`src/rtl/xup_gate_sweep_ctrl_pkg.sv`:
```
// Shared definitions for the XUP gate sweep controller: reference op codes and FSM states.
package xup_gate_sweep_ctrl_pkg;

    typedef enum logic [2:0] {
        OP_AND  = 3'd0,
        OP_OR   = 3'd1,
        OP_NAND = 3'd2,
        OP_NOR  = 3'd3,
        OP_XOR  = 3'd4,
        OP_XNOR = 3'd5
    } op_e;

    typedef enum logic [2:0] {
        ST_IDLE  = 3'd0,
        ST_APPLY = 3'd1,
        ST_WAIT  = 3'd2,
        ST_CHECK = 3'd3,
        ST_DONE  = 3'd4
    } state_e;

    // Codes 6 and 7 are reserved and have no reference function.
    function automatic logic op_is_defined(input logic [2:0] op);
        return (op <= 3'd5);
    endfunction

endpackage

```
`src/rtl/xup_gate_sweep_ctrl_ref.sv`:
```
// Combinational reference function ref(op, vec) for the gate sweep controller.
module xup_gate_ref
    import xup_gate_sweep_ctrl_pkg::*;
#(
    parameter int N_IN = 6
) (
    input  logic [2:0]      op,
    input  logic [N_IN-1:0] vec,
    output logic            exp,
    output logic            op_ok
);

    // Select the expected gate output for the latched op code.
    always_comb begin
        exp   = 1'b0;
        op_ok = op_is_defined(op);
        case (op)
            OP_AND:  exp = &vec;
            OP_OR:   exp = |vec;
            OP_NAND: exp = ~(&vec);
            OP_NOR:  exp = ~(|vec);
            OP_XOR:  exp = ^vec;
            OP_XNOR: exp = ~(^vec);
            default: exp = 1'b0;
        endcase
    end

endmodule

```
`src/rtl/xup_gate_sweep_ctrl.sv`:
```
// Exhaustive sweep sequencer for one N_IN-input gate under test.
// Optional feature: define XUP_SWEEP_SYNC_EN to pass gate_y through a 2-flop synchronizer.
module xup_gate_sweep_ctrl
    import xup_gate_sweep_ctrl_pkg::*;
#(
    parameter int N_IN   = 6,
    parameter int SETTLE = 3
) (
    input  logic            clk,
    input  logic            reset,
    input  logic            start,
    input  logic [2:0]      op,
    output logic [N_IN-1:0] gate_in,
    input  logic            gate_y,
    output logic            busy,
    output logic            done,
    output logic            pass,
    output logic [N_IN:0]   err_count,
    output logic [N_IN-1:0] fail_vec,
    output logic            fail_valid
);

`ifdef XUP_SWEEP_SYNC_EN
    localparam int WAIT_LEN = SETTLE + 2;
`else
    localparam int WAIT_LEN = SETTLE;
`endif
    localparam int            CW        = $clog2(WAIT_LEN + 1);
    localparam logic [CW-1:0] WAIT_LAST = CW'(WAIT_LEN - 1);
    localparam logic [N_IN:0] ERR_MAX   = {1'b1, {N_IN{1'b0}}};
    localparam logic [N_IN:0] VEC_LAST  = {1'b0, {N_IN{1'b1}}};

    state_e          state_r;
    state_e          next_s;
    logic [N_IN:0]   vec_r;
    logic [CW-1:0]   settle_cnt_r;
    logic [2:0]      op_r;
    logic            exp_s;
    logic            op_ok_s;
    logic            y_cmp_s;
    logic            mismatch_s;
    logic            last_vec_s;
    logic            wait_done_s;

`ifdef XUP_SWEEP_SYNC_EN
    logic            y_meta_r;
    logic            y_sync_r;

    // Two-flop synchronizer for an asynchronous gate output.
    always_ff @(posedge clk or posedge reset) begin
        if (reset) begin
            y_meta_r <= 1'b0;
            y_sync_r <= 1'b0;
        end else begin
            y_meta_r <= gate_y;
            y_sync_r <= y_meta_r;
        end
    end

    assign y_cmp_s = y_sync_r;
`else
    assign y_cmp_s = gate_y;
`endif

    xup_gate_ref #(.N_IN(N_IN)) u_ref (
        .op    (op_r),
        .vec   (vec_r[N_IN-1:0]),
        .exp   (exp_s),
        .op_ok (op_ok_s)
    );

    // A reserved op has no valid reference, so every vector is a mismatch.
    assign mismatch_s  = ~op_ok_s | (y_cmp_s != exp_s);
    assign last_vec_s  = (vec_r == VEC_LAST);
    assign wait_done_s = (settle_cnt_r == WAIT_LAST);

    // FSM state register.
    always_ff @(posedge clk or posedge reset) begin
        if (reset) begin
            state_r <= ST_IDLE;
        end else begin
            state_r <= next_s;
        end
    end

    // Next-state logic.
    always_comb begin
        next_s = state_r;
        case (state_r)
            ST_IDLE: begin
                if (start) begin
                    next_s = ST_APPLY;
                end else begin
                    next_s = ST_IDLE;
                end
            end
            ST_APPLY: next_s = ST_WAIT;
            ST_WAIT: begin
                if (wait_done_s) begin
                    next_s = ST_CHECK;
                end else begin
                    next_s = ST_WAIT;
                end
            end
            ST_CHECK: begin
                if (last_vec_s) begin
                    next_s = ST_DONE;
                end else begin
                    next_s = ST_APPLY;
                end
            end
            ST_DONE: next_s = ST_IDLE;
            default: next_s = ST_IDLE;
        endcase
    end

    // Vector/settle counters, latched op and result registers.
    always_ff @(posedge clk or posedge reset) begin
        if (reset) begin
            vec_r        <= '0;
            settle_cnt_r <= '0;
            op_r         <= 3'd0;
            gate_in      <= '0;
            busy         <= 1'b0;
            done         <= 1'b0;
            pass         <= 1'b0;
            err_count    <= '0;
            fail_vec     <= '0;
            fail_valid   <= 1'b0;
        end else begin
            done <= 1'b0;
            case (state_r)
                ST_IDLE: begin
                    if (start) begin
                        op_r       <= op;
                        vec_r      <= '0;
                        err_count  <= '0;
                        fail_vec   <= '0;
                        fail_valid <= 1'b0;
                        pass       <= 1'b0;
                        busy       <= 1'b1;
                    end
                end
                ST_APPLY: begin
                    gate_in      <= vec_r[N_IN-1:0];
                    settle_cnt_r <= '0;
                end
                ST_WAIT: begin
                    if (wait_done_s) begin
                        settle_cnt_r <= '0;
                    end else begin
                        settle_cnt_r <= settle_cnt_r + CW'(1'b1);
                    end
                end
                ST_CHECK: begin
                    if (mismatch_s) begin
                        if (err_count != ERR_MAX) begin
                            err_count <= err_count + {{N_IN{1'b0}}, 1'b1};
                        end
                        if (!fail_valid) begin
                            fail_vec   <= vec_r[N_IN-1:0];
                            fail_valid <= 1'b1;
                        end
                    end
                    if (!last_vec_s) begin
                        vec_r <= vec_r + {{N_IN{1'b0}}, 1'b1};
                    end
                end
                ST_DONE: begin
                    done <= 1'b1;
                    busy <= 1'b0;
                    pass <= (err_count == '0);
                end
                default: begin
                    busy <= 1'b0;
                end
            endcase
        end
    end

endmodule

```
`config.mk`:
```
export PLATFORM = sky130hd
export DESIGN_NAME = xup_gate_sweep_ctrl
export DESIGN_NICKNAME = d
export VERILOG_FILES = /design/src/rtl/xup_gate_sweep_ctrl_pkg.sv /design/src/rtl/xup_gate_sweep_ctrl_ref.sv /design/src/rtl/xup_gate_sweep_ctrl.sv
export SDC_FILE = /design/constraint.sdc
export NUM_CORES = 1
export LEC_CHECK = 0
export CORE_AREA = 5 5 90 92
export DETAILED_ROUTE_END_ITERATION = 7
export DIE_AREA = 0 0 95 97
export HOLD_SLACK_MARGIN = 0.15
export RECOVER_POWER = 50
export SLEW_MARGIN = 20
export SYNTH_ARGS = -nofsm -noshare
export SYNTH_HDL_FRONTEND = slang
export SYNTH_SLANG_ARGS = --single-unit
```
`constraint.sdc`:
```
create_clock -name clk -period 2.1 [get_ports clk]
set_clock_uncertainty 0.05 [all_clocks]
set_input_delay 0.21 -clock clk [delete_from_list [all_inputs] [get_ports clk]]
set_output_delay 0.21 -clock clk [all_outputs]
set_load 0.01 [all_outputs]
```
==> summary by stage <==
STA
The part of the cycle the worst path needs is 106%. Setup violations remaining at the end of the flow were counted as 13. After layout, the worst setup slack is -126 ps. The final hold violation count was 0.

The slew of the pin with the lowest slew margin is 946 ps. Setup repair after global routing could not meet its margin everywhere. The top achievable clock speed is 449 MHz. The worst pin sits at a relative slew slack of 37.0%.

The final-report max-slew violation count is 0. The shortest period the worst path allows is 2230 ps.

Drt
Wires add up to 5.22 mm. The first detailed-routing pass took 4 iterations. For this run, design rule violations remaining after detail routing come to 0. The number of design-rule violations left by the first detailed-router iteration is 46.

In this run the remaining antenna-violating nets after routing total 0. After detailed routing, the average wire length per cell comes to 13.6 um. The via count is 1830. The via-per-instance ratio is 4.78.

Worst hold path
The worst hold-check path type is primary input to register. The worst hold path was traced through 3 stages.

Clock network
For the worst-skew pair, the clock arrives at the later sink with an insertion delay of 300 ps. The root buffer cell chosen for the clock tree is sky130_fd_sc_hd__clkbuf_8. After clock tree synthesis, the flow added hold-fix buffers numbering 0. The largest buffer count on any clock path is 2. The H-tree generated during clock tree synthesis spans 2 levels. TritonCTS built the clock tree. The number of buffers created by CTS is 5. After clock tree synthesis, the clock-pin slew on the worst setup and hold paths is 80 ps.

The clock net in this run drives a total of 38 sinks.

Critical path
The data arrival time of the critical path is 2400 ps. The worst setup path is launched from a register. Of all nets on the critical path, the largest fanout is 7.

The sort of element at the end of the critical path is a register. The depth of the worst register-to-register path is 8. At the worst endpoint, the required time is 2280 ps. The type of the worst setup path is register to register. The critical path goes through inv_2 > ha_4 > xnor2_2 > xnor2_2 > a311oi_1 > a211o_4 > or4_1 > o21ai_0. On the critical path, the stage with the largest delay is an instance of sky130_fd_sc_hd__dfrtp_1. The largest single stage delay on the critical path is 420 ps. The cell repeated most along the worst path is sky130_fd_sc_hd__xnor2_2.

Layout
The fraction of final layout cells sized beyond drive strength 1 is 31.3%. The final non-filler cell total is 383. In the layout the commonest cells are sky130_fd_sc_hd__buf_4, sky130_fd_sc_hd__dfrtp_1, sky130_fd_sc_hd__clkdlybuf4s50_1. The diode insertion count for antenna repair is 0. The net count of the finished layout is 298. Leaving out fill and tap cells, the most frequent cell in the layout is sky130_fd_sc_hd__buf_4.

From synthesis to final layout, the design area changed by 47.0%. Counting the fill cells in the layout gives 702.

GRT
The via count of the first global-routing pass was 1890. The total congestion overflow is 0. The wire length of the first global-routing pass is 9.06 mm. The global routing usage summed across all routing layers is 12.4%. Entering global routing, the biggest net connects 39 pins. The initial antenna violation count is 0.

Pwr
IR analysis of the VDD net gives a maximum drop of 0.465 mV. In this run the power density over the cells is 1290 nW/um^2. The power consumption is 3.96 mW. The static leakage power is 1.36 nW.

Yosys
The share of synthesized flip-flops with an asynchronous set or reset is 100%. After synthesis the cells add up to 2090 sq um. The number of nets handed over by synthesis was 225. Yosys printed 0 warnings. The number of library cell types mapped by synthesis is 47. Yosys mapped a number of flops with a built-in enable equal to 0. The number of synthesized register bits is 38. A synthesized cell averages 9.97 sq um.

Among all flip-flop cells after synthesis, the most frequent one is sky130_fd_sc_hd__dfrtp_1. Synthesis produced a netlist whose cell count is 210. Of the synthesized area, sequential elements account for 45.4%.

Flow run
The number of violations of the max-capacitance limit is 0.

Floorplan
The starting density of the core is 29.3%. The die is 95 um wide. The die height is 97 um. The die covers 9220 sq um.

The row count is 31. 30 I/O pins were placed. The core outline area is 7140 sq um.

Status
The flow ran to the end, but the final reports show violations. The final reports fail on setup timing.

Placed design
The total of buffers placed on input and output ports is 29. The cell count after placement is 368. Detailed placement finished with a half-perimeter wire length of 3.72 mm.

At the end of routability-driven placement, the weighted congestion stood at 0.818.
## kinds of logic (layout without fill, tap and decap cells)
group	after synthesis	in the layout	synth area share (%)
compound gates	53	53	18.7
xor+xnor	12	12	5.02
fa+ha+maj	8	8	4.78
buf+inv	27	101	5.61
flops	38	38	45.4
mux	10	10	5.20
simple gates	62	62	15.3
## report_power, final
| group | internal (mW) | switching [mW] | leakage [nW] |
|---|---|---|---|
| Combinational | 1.11 | 0.993 | 0.790 |
| Sequential | 0.899 | 0.195 | 0.506 |
| Clock | 0.476 | 0.283 | 0.0683 |
## worst max-delay path: cells and delay by family, from the launching register on
family / cells / cell delay [ps]
AOI/OAI and AO/OA: 3 / 580
DFF: 1 / 420
and+or+nand+nor: 1 / 410
xor gates and xnor gates: 2 / 380
adders and majority gates: 1 / 210
buffers and inverters: 1 / 100
## synthesized netlist by cell type (2+ instances only)
| cell type | number | share of area, % |
|---|---|---|
| sky130_fd_sc_hd__a31oi_1 | 3 | 0.90 |
| sky130_fd_sc_hd__nor3_1 | 5 | 1.2 |
| sky130_fd_sc_hd__o21a_1 | 3 | 1.1 |
| sky130_fd_sc_hd__or4_1 | 2 | 0.72 |
| sky130_fd_sc_hd__a221o_1 | 6 | 2.9 |
| sky130_fd_sc_hd__nor4_1 | 2 | 0.60 |
| sky130_fd_sc_hd__buf_6 | 2 | 1.1 |
| sky130_fd_sc_hd__a211o_1 | 2 | 0.84 |
| sky130_fd_sc_hd__inv_1 | 20 | 3.6 |
| sky130_fd_sc_hd__mux2_2 | 7 | 3.8 |
| sky130_fd_sc_hd__o41ai_2 | 2 | 1.6 |
| sky130_fd_sc_hd__xor2_1 | 4 | 1.7 |
| sky130_fd_sc_hd__nand2_1 | 15 | 2.7 |
| sky130_fd_sc_hd__mux2i_1 | 3 | 1.4 |
| sky130_fd_sc_hd__dfrtp_1 | 38 | 45 |
| sky130_fd_sc_hd__clkbuf_1 | 4 | 0.72 |
| sky130_fd_sc_hd__ha_1 | 8 | 4.8 |
| sky130_fd_sc_hd__nor2b_1 | 6 | 1.8 |
| sky130_fd_sc_hd__a21oi_1 | 7 | 1.7 |
| sky130_fd_sc_hd__xnor2_1 | 8 | 3.3 |
| sky130_fd_sc_hd__o21ai_0 | 16 | 3.8 |
| sky130_fd_sc_hd__nand2b_1 | 3 | 0.90 |
| sky130_fd_sc_hd__nand3_1 | 5 | 1.2 |
| sky130_fd_sc_hd__o31ai_1 | 2 | 0.72 |
| sky130_fd_sc_hd__nor2_1 | 13 | 2.3 |
| sky130_fd_sc_hd__nand4_1 | 3 | 0.90 |
## cell type report
type	count	area [sq um]	area share, %
multi-input combinational	145	1180	38.3
sequential	38	951	30.9
timing repair buffer	73	611	19.8
tap	99	124	4.02
inverter	20	75.1	2.44
clock buffer	5	68.8	2.24
clock inverter	3	68.8	2.24
## flip-flops by register name, indices dropped and copies added (netlist names), 2 cells and up
name and cells:
err_count 7, vec_r 7, fail_vec 6, gate_in 6
op_r 3, state_r 3, settle_cnt_r 2
## layer usage
layer | track usage (%) | vias up | part of all wire [%]
met4 | 3.77 | 0 | 1.2
met3 | 3.65 | 8 | 3.7
met5 | 0 | - | 0
met2 | 20.3 | 32 | 50
li1 | - | 892 | -
met1 | 15.7 | 898 | 45
## metrics by stage
step	hold WS (ps)	util, %	TNS (ps)	worst slack (ps)	cell area [sq um]
after detailed placement	449	39.1	-2610	-223	2790
after global routing	447	43.1	-2040	-196	3080
after CTS	290	42.9	-706	-71.8	3060
after global placement	445	39.1	-2280	-201	2790
final	431	43.1	-1140	-126	3080
after floorplan	277	-	-201	-41.8	2140
## what timing repair did
item,4_1_cts,5_1_grt
pin swaps,3,1
setup endpoints to repair,13,13
resized for setup,20,2
buffers inserted,6,2
## worst paths after layout
path                            slack, ps                 start                        to
worst max-delay path                 -130  vec_r[1]$_DFFE_PP0P_  err_count[2]$_DFFE_PP0P_
worst min-delay path                  430                 op[2]       op_r[2]$_DFFE_PP0P_
worst max register to register       -130  vec_r[1]$_DFFE_PP0P_  err_count[2]$_DFFE_PP0P_
worst min register to register        450  vec_r[6]$_DFFE_PP0P_      state_r[2]$_DFF_PP0_
max in group asynchronous             820                 reset       op_r[0]$_DFFE_PP0P_
min in group asynchronous             590                 reset      state_r[2]$_DFF_PP0_
(Power assumes the default switching activity.)
